<file path="src/rtl/qeciphy_gt_status_monitor_if.sv">
// GT status monitor bundle: raw GT flags and sequencer handshake in,
// qualified flags, re-initialisation request and fault log out.
// The master side drives the raw flags (GT wrapper / sequencer side);
// the slave side is the status monitor itself.
interface qeciphy_gt_status_monitor_if;

  logic       gt_power_good_raw_i;
  logic       gt_tx_rst_done_raw_i;
  logic       gt_rx_rst_done_raw_i;
  logic       rst_done_i;
  logic       fault_clr_i;

  logic       gt_power_good_o;
  logic       gt_tx_rst_done_o;
  logic       gt_rx_rst_done_o;
  logic       reinit_req_o;
  logic       link_up_o;
  logic [1:0] fault_cause_o;
  logic [7:0] fault_count_o;

  modport master (
    output gt_power_good_raw_i,
    output gt_tx_rst_done_raw_i,
    output gt_rx_rst_done_raw_i,
    output rst_done_i,
    output fault_clr_i,
    input  gt_power_good_o,
    input  gt_tx_rst_done_o,
    input  gt_rx_rst_done_o,
    input  reinit_req_o,
    input  link_up_o,
    input  fault_cause_o,
    input  fault_count_o
  );

  modport slave (
    input  gt_power_good_raw_i,
    input  gt_tx_rst_done_raw_i,
    input  gt_rx_rst_done_raw_i,
    input  rst_done_i,
    input  fault_clr_i,
    output gt_power_good_o,
    output gt_tx_rst_done_o,
    output gt_rx_rst_done_o,
    output reinit_req_o,
    output link_up_o,
    output fault_cause_o,
    output fault_count_o
  );

endinterface

</file>
<file path="src/rtl/qeciphy_gt_status_monitor.sv">
// GT status monitor.
// Debounces the three synchronised GT status flags, supervises link
// bring-up with a watchdog, and watches for loss of GT status once the
// reset sequencer reports completion. Any timeout or status loss pulses
// reinit_req for HOLD_CYCLES cycles so the sequencer restarts from scratch,
// and the cause is kept in a small sticky fault log.
module qeciphy_gt_status_monitor #(
  parameter int FILTER_CYCLES  = 16,
  parameter int TIMEOUT_CYCLES = 65536,
  parameter int HOLD_CYCLES    = 64
) (
  input logic                         axis_clk_i,
  input logic                         axis_rst_i,
  qeciphy_gt_status_monitor_if.slave  gt_if
);

  // Counter widths: just wide enough for (parameter - 1), never below 1 bit.
  localparam int FCW = (FILTER_CYCLES  > 1) ? $clog2(FILTER_CYCLES)  : 1;
  localparam int TW  = (TIMEOUT_CYCLES > 1) ? $clog2(TIMEOUT_CYCLES) : 1;
  localparam int HW  = (HOLD_CYCLES    > 1) ? $clog2(HOLD_CYCLES)    : 1;

  localparam logic [FCW-1:0] FILT_MAX  = FCW'(FILTER_CYCLES - 1);
  localparam logic [TW-1:0]  TIMER_MAX = TW'(TIMEOUT_CYCLES - 1);
  localparam logic [HW-1:0]  HOLD_MAX  = HW'(HOLD_CYCLES - 1);

  // Flag positions inside the filter vectors.
  localparam int FLAG_PG = 0;
  localparam int FLAG_TX = 1;
  localparam int FLAG_RX = 2;

  localparam logic [1:0] CAUSE_TIMEOUT = 2'b01;
  localparam logic [1:0] CAUSE_LOSS    = 2'b10;

  typedef enum logic [1:0] {
    ST_IDLE,
    ST_WAIT_DONE,
    ST_RUNNING,
    ST_REINIT
  } state_t;

  logic [2:0]          rawFlags;
  logic [2:0][FCW-1:0] filtCnt_q;
  logic [2:0][FCW-1:0] filtCnt_d;
  logic [2:0]          filtFlag_q;
  logic [2:0]          filtFlag_d;

  state_t              state_q;
  logic [TW-1:0]       timer_q;
  logic [HW-1:0]       hold_q;
  logic                linkUp_q;
  logic                reinitReq_q;
  logic [1:0]          faultCause_q;
  logic [7:0]          faultCount_q;
  logic [7:0]          faultCount_d;
  logic                allFlagsUp;

  assign rawFlags = {gt_if.gt_rx_rst_done_raw_i,
                     gt_if.gt_tx_rst_done_raw_i,
                     gt_if.gt_power_good_raw_i};

  // Filter next-state: a low sample clears at once, a high run has to last
  // FILTER_CYCLES edges before the filtered flag is believed.
  always_comb begin
    filtCnt_d  = filtCnt_q;
    filtFlag_d = filtFlag_q;
    for (int i = 0; i < 3; i++) begin
      if (!rawFlags[i]) begin
        filtCnt_d[i]  = '0;
        filtFlag_d[i] = 1'b0;
      end else if (filtCnt_q[i] == FILT_MAX) begin
        filtFlag_d[i] = 1'b1;
      end else begin
        filtCnt_d[i] = filtCnt_q[i] + 1'b1;
      end
    end
  end

  // Filter registers; they keep running in every FSM state.
  always_ff @(posedge axis_clk_i) begin
    if (axis_rst_i) begin
      filtCnt_q  <= '0;
      filtFlag_q <= '0;
    end else begin
      filtCnt_q  <= filtCnt_d;
      filtFlag_q <= filtFlag_d;
    end
  end

  // Saturating increment used whenever a fault is logged.
  always_comb begin
    faultCount_d = (faultCount_q == 8'hFF) ? 8'hFF : faultCount_q + 8'd1;
  end

  assign allFlagsUp = &filtFlag_q;

  // Bring-up supervisor: state, watchdog, re-init hold and fault log.
  // Outputs are registered alongside each transition so nothing from the
  // inputs reaches the outputs combinationally.
  always_ff @(posedge axis_clk_i) begin
    if (axis_rst_i) begin
      state_q      <= ST_IDLE;
      timer_q      <= '0;
      hold_q       <= '0;
      linkUp_q     <= 1'b0;
      reinitReq_q  <= 1'b0;
      faultCause_q <= 2'b00;
      faultCount_q <= 8'd0;
    end else begin
      // A clear request is overridden by a fault logged on the same edge,
      // because the later non-blocking assignment below wins.
      if (gt_if.fault_clr_i) begin
        faultCause_q <= 2'b00;
      end

      case (state_q)
        ST_IDLE: begin
          if (filtFlag_q[FLAG_PG]) begin
            state_q <= ST_WAIT_DONE;
            timer_q <= '0;
          end
        end

        ST_WAIT_DONE: begin
          if (!filtFlag_q[FLAG_PG]) begin
            state_q <= ST_IDLE;
          end else if (gt_if.rst_done_i) begin
            state_q  <= ST_RUNNING;
            linkUp_q <= 1'b1;
          end else if (timer_q == TIMER_MAX) begin
            state_q      <= ST_REINIT;
            reinitReq_q  <= 1'b1;
            hold_q       <= '0;
            faultCause_q <= CAUSE_TIMEOUT;
            faultCount_q <= faultCount_d;
          end else begin
            timer_q <= timer_q + 1'b1;
          end
        end

        ST_RUNNING: begin
          if (!allFlagsUp) begin
            state_q      <= ST_REINIT;
            linkUp_q     <= 1'b0;
            reinitReq_q  <= 1'b1;
            hold_q       <= '0;
            faultCause_q <= CAUSE_LOSS;
            faultCount_q <= faultCount_d;
          end else if (!gt_if.rst_done_i) begin
            // Sequencer was reset from elsewhere: wait for it again, no fault.
            state_q  <= ST_WAIT_DONE;
            linkUp_q <= 1'b0;
            timer_q  <= '0;
          end
        end

        ST_REINIT: begin
          if (hold_q == HOLD_MAX) begin
            state_q     <= ST_IDLE;
            reinitReq_q <= 1'b0;
          end else begin
            hold_q <= hold_q + 1'b1;
          end
        end

        default: begin
          state_q     <= ST_IDLE;
          linkUp_q    <= 1'b0;
          reinitReq_q <= 1'b0;
        end
      endcase
    end
  end

  assign gt_if.gt_power_good_o  = filtFlag_q[FLAG_PG];
  assign gt_if.gt_tx_rst_done_o = filtFlag_q[FLAG_TX];
  assign gt_if.gt_rx_rst_done_o = filtFlag_q[FLAG_RX];
  assign gt_if.reinit_req_o     = reinitReq_q;
  assign gt_if.link_up_o        = linkUp_q;
  assign gt_if.fault_cause_o    = faultCause_q;
  assign gt_if.fault_count_o    = faultCount_q;

endmodule

</file>
<file path="src/flat_wrapper.sv">
// flat-port wrapper written by rule: the top's interface ports become plain ports
module qeciphy_gt_status_monitor_flat 
#(
  parameter int FILTER_CYCLES  = 16,
  parameter int TIMEOUT_CYCLES = 65536,
  parameter int HOLD_CYCLES    = 64
)
  (axis_clk_i, axis_rst_i, gt_if_gt_power_good_raw_i, gt_if_gt_tx_rst_done_raw_i, gt_if_gt_rx_rst_done_raw_i, gt_if_rst_done_i, gt_if_fault_clr_i, gt_if_gt_power_good_o, gt_if_gt_tx_rst_done_o, gt_if_gt_rx_rst_done_o, gt_if_reinit_req_o, gt_if_link_up_o, gt_if_fault_cause_o, gt_if_fault_count_o);
  qeciphy_gt_status_monitor_if gt_if_i ();
  input logic axis_clk_i;
  input logic axis_rst_i;
  input wire logic [$bits(gt_if_i.gt_power_good_raw_i)-1:0] gt_if_gt_power_good_raw_i;
  input wire logic [$bits(gt_if_i.gt_tx_rst_done_raw_i)-1:0] gt_if_gt_tx_rst_done_raw_i;
  input wire logic [$bits(gt_if_i.gt_rx_rst_done_raw_i)-1:0] gt_if_gt_rx_rst_done_raw_i;
  input wire logic [$bits(gt_if_i.rst_done_i)-1:0] gt_if_rst_done_i;
  input wire logic [$bits(gt_if_i.fault_clr_i)-1:0] gt_if_fault_clr_i;
  output wire logic [$bits(gt_if_i.gt_power_good_o)-1:0] gt_if_gt_power_good_o;
  output wire logic [$bits(gt_if_i.gt_tx_rst_done_o)-1:0] gt_if_gt_tx_rst_done_o;
  output wire logic [$bits(gt_if_i.gt_rx_rst_done_o)-1:0] gt_if_gt_rx_rst_done_o;
  output wire logic [$bits(gt_if_i.reinit_req_o)-1:0] gt_if_reinit_req_o;
  output wire logic [$bits(gt_if_i.link_up_o)-1:0] gt_if_link_up_o;
  output wire logic [$bits(gt_if_i.fault_cause_o)-1:0] gt_if_fault_cause_o;
  output wire logic [$bits(gt_if_i.fault_count_o)-1:0] gt_if_fault_count_o;
  assign gt_if_i.gt_power_good_raw_i = gt_if_gt_power_good_raw_i;
  assign gt_if_i.gt_tx_rst_done_raw_i = gt_if_gt_tx_rst_done_raw_i;
  assign gt_if_i.gt_rx_rst_done_raw_i = gt_if_gt_rx_rst_done_raw_i;
  assign gt_if_i.rst_done_i = gt_if_rst_done_i;
  assign gt_if_i.fault_clr_i = gt_if_fault_clr_i;
  assign gt_if_gt_power_good_o = gt_if_i.gt_power_good_o;
  assign gt_if_gt_tx_rst_done_o = gt_if_i.gt_tx_rst_done_o;
  assign gt_if_gt_rx_rst_done_o = gt_if_i.gt_rx_rst_done_o;
  assign gt_if_reinit_req_o = gt_if_i.reinit_req_o;
  assign gt_if_link_up_o = gt_if_i.link_up_o;
  assign gt_if_fault_cause_o = gt_if_i.fault_cause_o;
  assign gt_if_fault_count_o = gt_if_i.fault_count_o;
  qeciphy_gt_status_monitor #(.FILTER_CYCLES(FILTER_CYCLES), .TIMEOUT_CYCLES(TIMEOUT_CYCLES), .HOLD_CYCLES(HOLD_CYCLES)) u_core (.axis_clk_i(axis_clk_i), .axis_rst_i(axis_rst_i), .gt_if(gt_if_i));
endmodule
</file>
<file path="config.mk">
export PLATFORM = sky130hd
export DESIGN_NAME = qeciphy_gt_status_monitor_flat
export DESIGN_NICKNAME = d
export VERILOG_FILES = /design/src/rtl/qeciphy_gt_status_monitor_if.sv /design/src/rtl/qeciphy_gt_status_monitor.sv /design/src/flat_wrapper.sv
export SDC_FILE = /design/constraint.sdc
export NUM_CORES = 1
export LEC_CHECK = 0
export CAP_MARGIN = 0
export CORE_ASPECT_RATIO = 1.4
export CORE_MARGIN = 3
export CORE_UTILIZATION = 62
export CTS_CLUSTER_DIAMETER = 50
export DETAILED_ROUTE_END_ITERATION = 10
export PLACE_DENSITY_LB_ADDON = 0.2
export SLEW_MARGIN = 10
export SYNTH_ARGS = -nofsm -noshare
export SYNTH_HDL_FRONTEND = slang
export SYNTH_SLANG_ARGS = --single-unit
</file>
<file path="constraint.sdc">
create_clock -name axis_clk_i -period 4.5 [get_ports axis_clk_i]
set_input_delay 0.9 -clock axis_clk_i [delete_from_list [all_inputs] [get_ports axis_clk_i]]
set_output_delay 0.9 -clock axis_clk_i [all_outputs]
set_load 0.02 [all_outputs]
</file>
* Word-level counts from Yosys, hierarchy flattened
Index checks and enable logic that the tools add are counted.
W data, S select, Z words.
** Operators by class
- Add/sub/neg operators :: 6
- Eq/ne operators :: 22
- Mux-type cells :: 44
- Bitwise logic cells :: 3
- Reduce and logical (&&, ||, !) cells :: 14
** Operators with widths (count)
- $mux W16 :: 6
- $pmux W16 S3 :: 1
- $mux W8 :: 5
- $mux W6 :: 5
- $mux W2 :: 12
- $pmux W6 S3 :: 1
- $add A16 B1 Y16 const B :: 1
- $eq A16 B16 Y1 const B :: 1
- $pmux W8 S2 :: 1
- $add A4 B1 Y4 const B :: 3
- $eq A4 B4 Y1 const B :: 3
- $ne A2 B2 Y1 const B :: 6
- $reduce_and A6 Y1 :: 2
- $ne A2 B1 Y1 const B :: 5
- $mux W1 :: 9
- $add A8 B1 Y8 const B :: 1
- $eq A8 B8 Y1 const B :: 1
- $pmux W2 S4 :: 1
- $reduce_and A4 Y1 :: 2
- $reduce_and A7 Y1 :: 1
- $add A6 B1 Y6 const B :: 1
- $eq A6 B6 Y1 const B :: 1
- $reduce_bool A3 Y1 :: 2
- $reduce_or A2 Y1 :: 3
- other kinds (12) :: 15
** Word-level totals
- Bits in registers :: 51
- Input port bits :: 7
- Word-level logic and storage cells :: 102

* Logic depth before layout (Yosys ltp)
- Depth in word-level cells :: 6
- Depth in mapped cells :: 9
- Gate-level depth less buffers :: 7

* Worst setup path after synthesis
No wires, ideal clock.
- Path type :: input port to flip-flop
- From :: in gt_if_rst_done_i
- To :: reg u_core.timer_q[10]
- Library setup time :: 66 ps
- Arrival time :: 2224 ps
- Setup slack :: 2210 ps
- Stages :: 6
- Path buffers :: 1
- Cells stage by stage :: o21a_1 -> a2111o_1 -> a21o_1 -> buf_6 -> or4_4 -> a21oi_2
** On the way
- Word-level cells in the longest chain between the ends :: 2
** RTL lines
- start: declaration :: RTL line flat_wrapper.sv:15 : input wire logic [$bits(gt_if_i.rst_done_i)-1:0] gt_if_rst_done_i;
- $ne A2 B2 Y1 (no source line)
- $reduce_and A7 Y1 (no source line) (*)
- end signal: assignment :: RTL line qeciphy_gt_status_monitor.sv:136 : timer_q <= timer_q + 1'b1;
- end: declaration :: RTL line qeciphy_gt_status_monitor.sv:48 : logic [TW-1:0] timer_q;
Mark *: on every way between the ends. The rest lies on a longest branch, timed or not.
A chain may end at the register's enable or synchronous reset.

* Final worst setup path
- From :: reg u_core.state_q[1]
- To :: reg u_core.timer_q[7]
** On the way
- Word-level cells in the longest chain between the ends :: 3
** RTL lines
- start: declaration :: RTL line qeciphy_gt_status_monitor.sv:47 : state_t state_q;
- start signal: assignment :: RTL line qeciphy_gt_status_monitor.sv:101 : state_q <= ST_IDLE;
- start signal: assignment :: RTL line qeciphy_gt_status_monitor.sv:118 : state_q <= ST_WAIT_DONE;
- start signal: assignment :: RTL line qeciphy_gt_status_monitor.sv:125 : state_q <= ST_IDLE;
- $eq A2 B2 Y1, or another cell as far along :: RTL line qeciphy_gt_status_monitor.sv:115 : case (state_q)
- $ne A2 B1 Y1 (no source line), or another cell as far along
- $reduce_and A7 Y1 (no source line)
Parallel ways exist; a longest one is shown, timed or not.

==> impl_metrics.json <==
{
  "layout_common_cells": "dfxtp_1, nor2_1, nand2_1",
  "synth_fp_nets": 327,
  "start_kind": "flip-flop",
  "critPathTopFamily": "compound AO/OA/AOI/OAI gates",
  "finalCritPeriodShare_pct": 65.7,
  "gp_congestion": 0.843,
  "rows": 27,
  "root_buffer": "clkbuf_8",
  "dieArea_mm2": 0.00521,
  "reg2reg_from": "u_core.state_q[1]",
  "ff2ff_setup_slack_ns": 1.54,
  "antenna_found_initial": 0,
  "tightestPinTransition_ns": 0.853,
  "whs_endpoint": "u_core.timer_q[15]",
  "cp-end-kind": "flip-flop",
  "dpl.hpwl_mm": 3.80,
  "ant_nets": 0,
  "clk_latency_ns": 0.31,
  "p_int_w": 0.000665,
  "fmax_mhz": 338,
  "synth-seq-cells": 51,
  "firstDrtPassIters": 4,
  "clk_pin_slew_worst_paths_ns": 0.10,
  "p_per_area_mw_per_mm2": 294,
  "tns_ns": 0,
  "worstPathCellList": "inv_1 > ha_1 > o21a_1 > a2111o_1 > a21o_1 > or4_1 > a21oi_1",
  "vias_per_cell": 6.24,
  "outcome": "completed",
  "cp_max_fo": 22,
  "critPathKind": "reg -> reg",
  "die_h_um": 84.2,
  "maxSlewHeadroom_pct": 43.1,
  "drive_above_1_share_pct": 7.88,
  "hold_start": "u_core.timer_q[15]",
  "async_flop_share_pct": 0,
  "p_sw_w": 0.000228,
  "yosysSeqAreaShare_pct": 37.7,
  "fin_crit_ns": 2.96,
  "rsz0062_at_grt": "false",
  "grt_max_degree": 25,
  "clock-sinks": 51,
  "nFillCells": 317,
  "hp-class": "reg -> reg",
  "diodes": 0,
  "p_leak_nw": 1.05,
  "numCtsBuffers": 5,
  "synthCells": 309,
  "power_frac_seq_pct": 52.2,
  "initial_core_util_pct": 66.8,
  "grtUsageTotal_pct": 22.9,
  "hold_depth": 2,
  "slowest_delay_ns": 0.56,
  "drc_errors": 0,
  "post-cts-setup-buffers": 0,
  "fin_hold_ws_ns": 0.494,
  "ir_drop_mv": 0.235,
  "cp_slowest_cell": "a2111o_1",
  "wl_per_cell_um": 14.4,
  "p_comb_share_pct": 11.3,
  "clkPwrFrac_pct": 36.5,
  "syn_avg_cell_area_um2": 8.76,
  "area_delta_synth_final_pct": 12.2,
  "finalHoldViolations": 0,
  "final_nets": 347,
  "r2r-end": "u_core.timer_q[7]",
  "finalSetupViolCount": 0,
  "ys.flop_type": "dfxtp_1",
  "skew_ns": 0.00977,
  "grt_pass1_wl_mm": 9.43,
  "fp.dieW_um": 61.9,
  "cp.required_ns": 4.75,
  "grt_pass1_vias": 2181,
  "syn_area_mm2": 0.00271,
  "drv_cap": 0,
  "io_buffers": 21,
  "synth_edf_count": 0,
  "layout_commonest_cell": "dfxtp_1",
  "multiInputGateArea_mm2": 0.00158,
  "core_area_mm2": 0.00405,
  "h-tree-depth": 2,
  "synth_cell_types": 61,
  "final-seq-area_mm2": 0.00102,
  "yosys_warnings": 0,
  "path_buf_inv": 1,
  "arrival_ns": 3.21,
  "drtIter0Drc": 121,
  "cts_hold_buf": 0,
  "slew_violations": 0,
  "reg2reg_depth": 7,
  "gr-total-overflow": 0,
  "routed_wl_mm": 5.39,
  "cts_buffer_depth": 2,
  "sw_frac_of_total_pct": 25.5,
  "cts_tree": "done",
  "pin_count": 22,
  "routed-via-count": 2328,
  "cts_resized": 0
}
## layer usage
layer  GRT usage [%]  vias up  share of wire [%]
met4            6.76        0                1.3
met1            29.0     1079                 45
met5               0        -                  0
li1                -     1193                  -
met2            38.7       48                 50
met3            4.00        8                3.5
## worst reg2reg max path: cells and delay by family (launching register included)
kind / cells / cell delay (ns)
buf+inv: 1 / 0.10
flops: 1 / 0.41
simple gates: 1 / 0.52
fa+ha+maj: 1 / 0.48
compound gates: 4 / 1.38
## how the worst max path moves through the flow
stage	cells after the start	slack, ns	end	from
final	7	1.54	u_core.timer_q[7]	u_core.state_q[1]
after global routing	7	1.32	u_core.timer_q[15]	u_core.state_q[1]
after CTS	7	1.55	u_core.timer_q[12]	u_core.state_q[1]
after detailed placement	6	1.30	u_core.timer_q[12]	gt_if_rst_done_i
after global placement	6	1.35	u_core.timer_q[15]	gt_if_rst_done_i
after floorplan	6	2.21	u_core.timer_q[10]	gt_if_rst_done_i
## final cells by class
cell class | count | area share [%]
timing repair buffer | 23 | 7.41
sequential | 51 | 33.6
clock inverter | 3 | 1.52
tap | 43 | 1.77
inverter | 12 | 1.48
clock buffer | 5 | 2.27
multi-input combinational | 236 | 51.9
## per-stage QoR
stage / utilization [%] / cells / area (um^2) / power (W) / setup WS [ns]
finish: 74.9 / 373 / 3040 / 0.000893 / 1.54
global route: 74.9 / 373 / 3040 / 0.000931 / 1.32
CTS: 74.9 / 373 / 3040 / 0.000900 / 1.55
detailed placement: 72.1 / 365 / 2920 / 0.000577 / 1.30
global placement: 72.1 / 365 / 2920 / 0.000575 / 1.35
floorplan: - / 309 / 2710 / 0.000551 / 2.21
## cells by family (layout without fill, tap and decap cells)
kind of cell             after synthesis  in the layout  synth area share (%)
AO/OA/AOI/OAI                         64             64                  18.7
XOR/XNOR                              14             14                  4.53
adder cells (fa/ha/maj)               11             11                  5.08
buffers and inverters                 22             43                  4.02
flip-flops                            51             51                  37.7
multiplexers                           5              5                  1.85
AND/OR/NAND/NOR                      142            142                  28.1
## registers in the layout, summed over array words and instances (netlist names)
register,count
u_core.filtCnt_q,12
u_core.filtFlag_q,3
u_core.gt_if.fault_cause_o,2
u_core.gt_if.fault_count_o,8
u_core.gt_if.link_up_o,1
u_core.gt_if.reinit_req_o,1
u_core.hold_q,6
u_core.state_q,2
u_core.timer_q,16
## power groups by stage
stage | Clock [W] | Sequential, W | Combinational, W
3_5_place_dp | 0 | 0.000476 | 0.000100
6_report | 0.000326 | 0.000466 | 0.000101
3_3_place_gp | 0 | 0.000476 | 0.0000989
5_1_grt | 0.000350 | 0.000468 | 0.000114
4_1_cts | 0.000333 | 0.000466 | 0.000101
2_1_floorplan | 0 | 0.000480 | 0.0000709
## Yosys cell counts, types with 3 or more instances
cell,instances,share of area (%)
a211oi_1,8,2.2
a21oi_1,19,3.5
a31oi_1,5,1.2
and3_1,3,0.69
buf_2,3,0.55
clkbuf_1,3,0.42
dfxtp_1,51,38
ha_1,11,5.1
inv_1,12,1.7
mux2i_1,5,1.8
nand2_1,22,3.0
nand2b_1,3,0.69
nand3_1,21,3.9
nand4_1,7,1.6
nor2_1,37,5.1
nor3_1,17,3.1
nor4_1,5,1.2
o31ai_1,5,1.4
or2_2,3,0.69
or4_1,4,1.1
xnor2_1,10,3.2
xor2_1,4,1.3
Note: power is estimated with default switching activity, not from simulation.
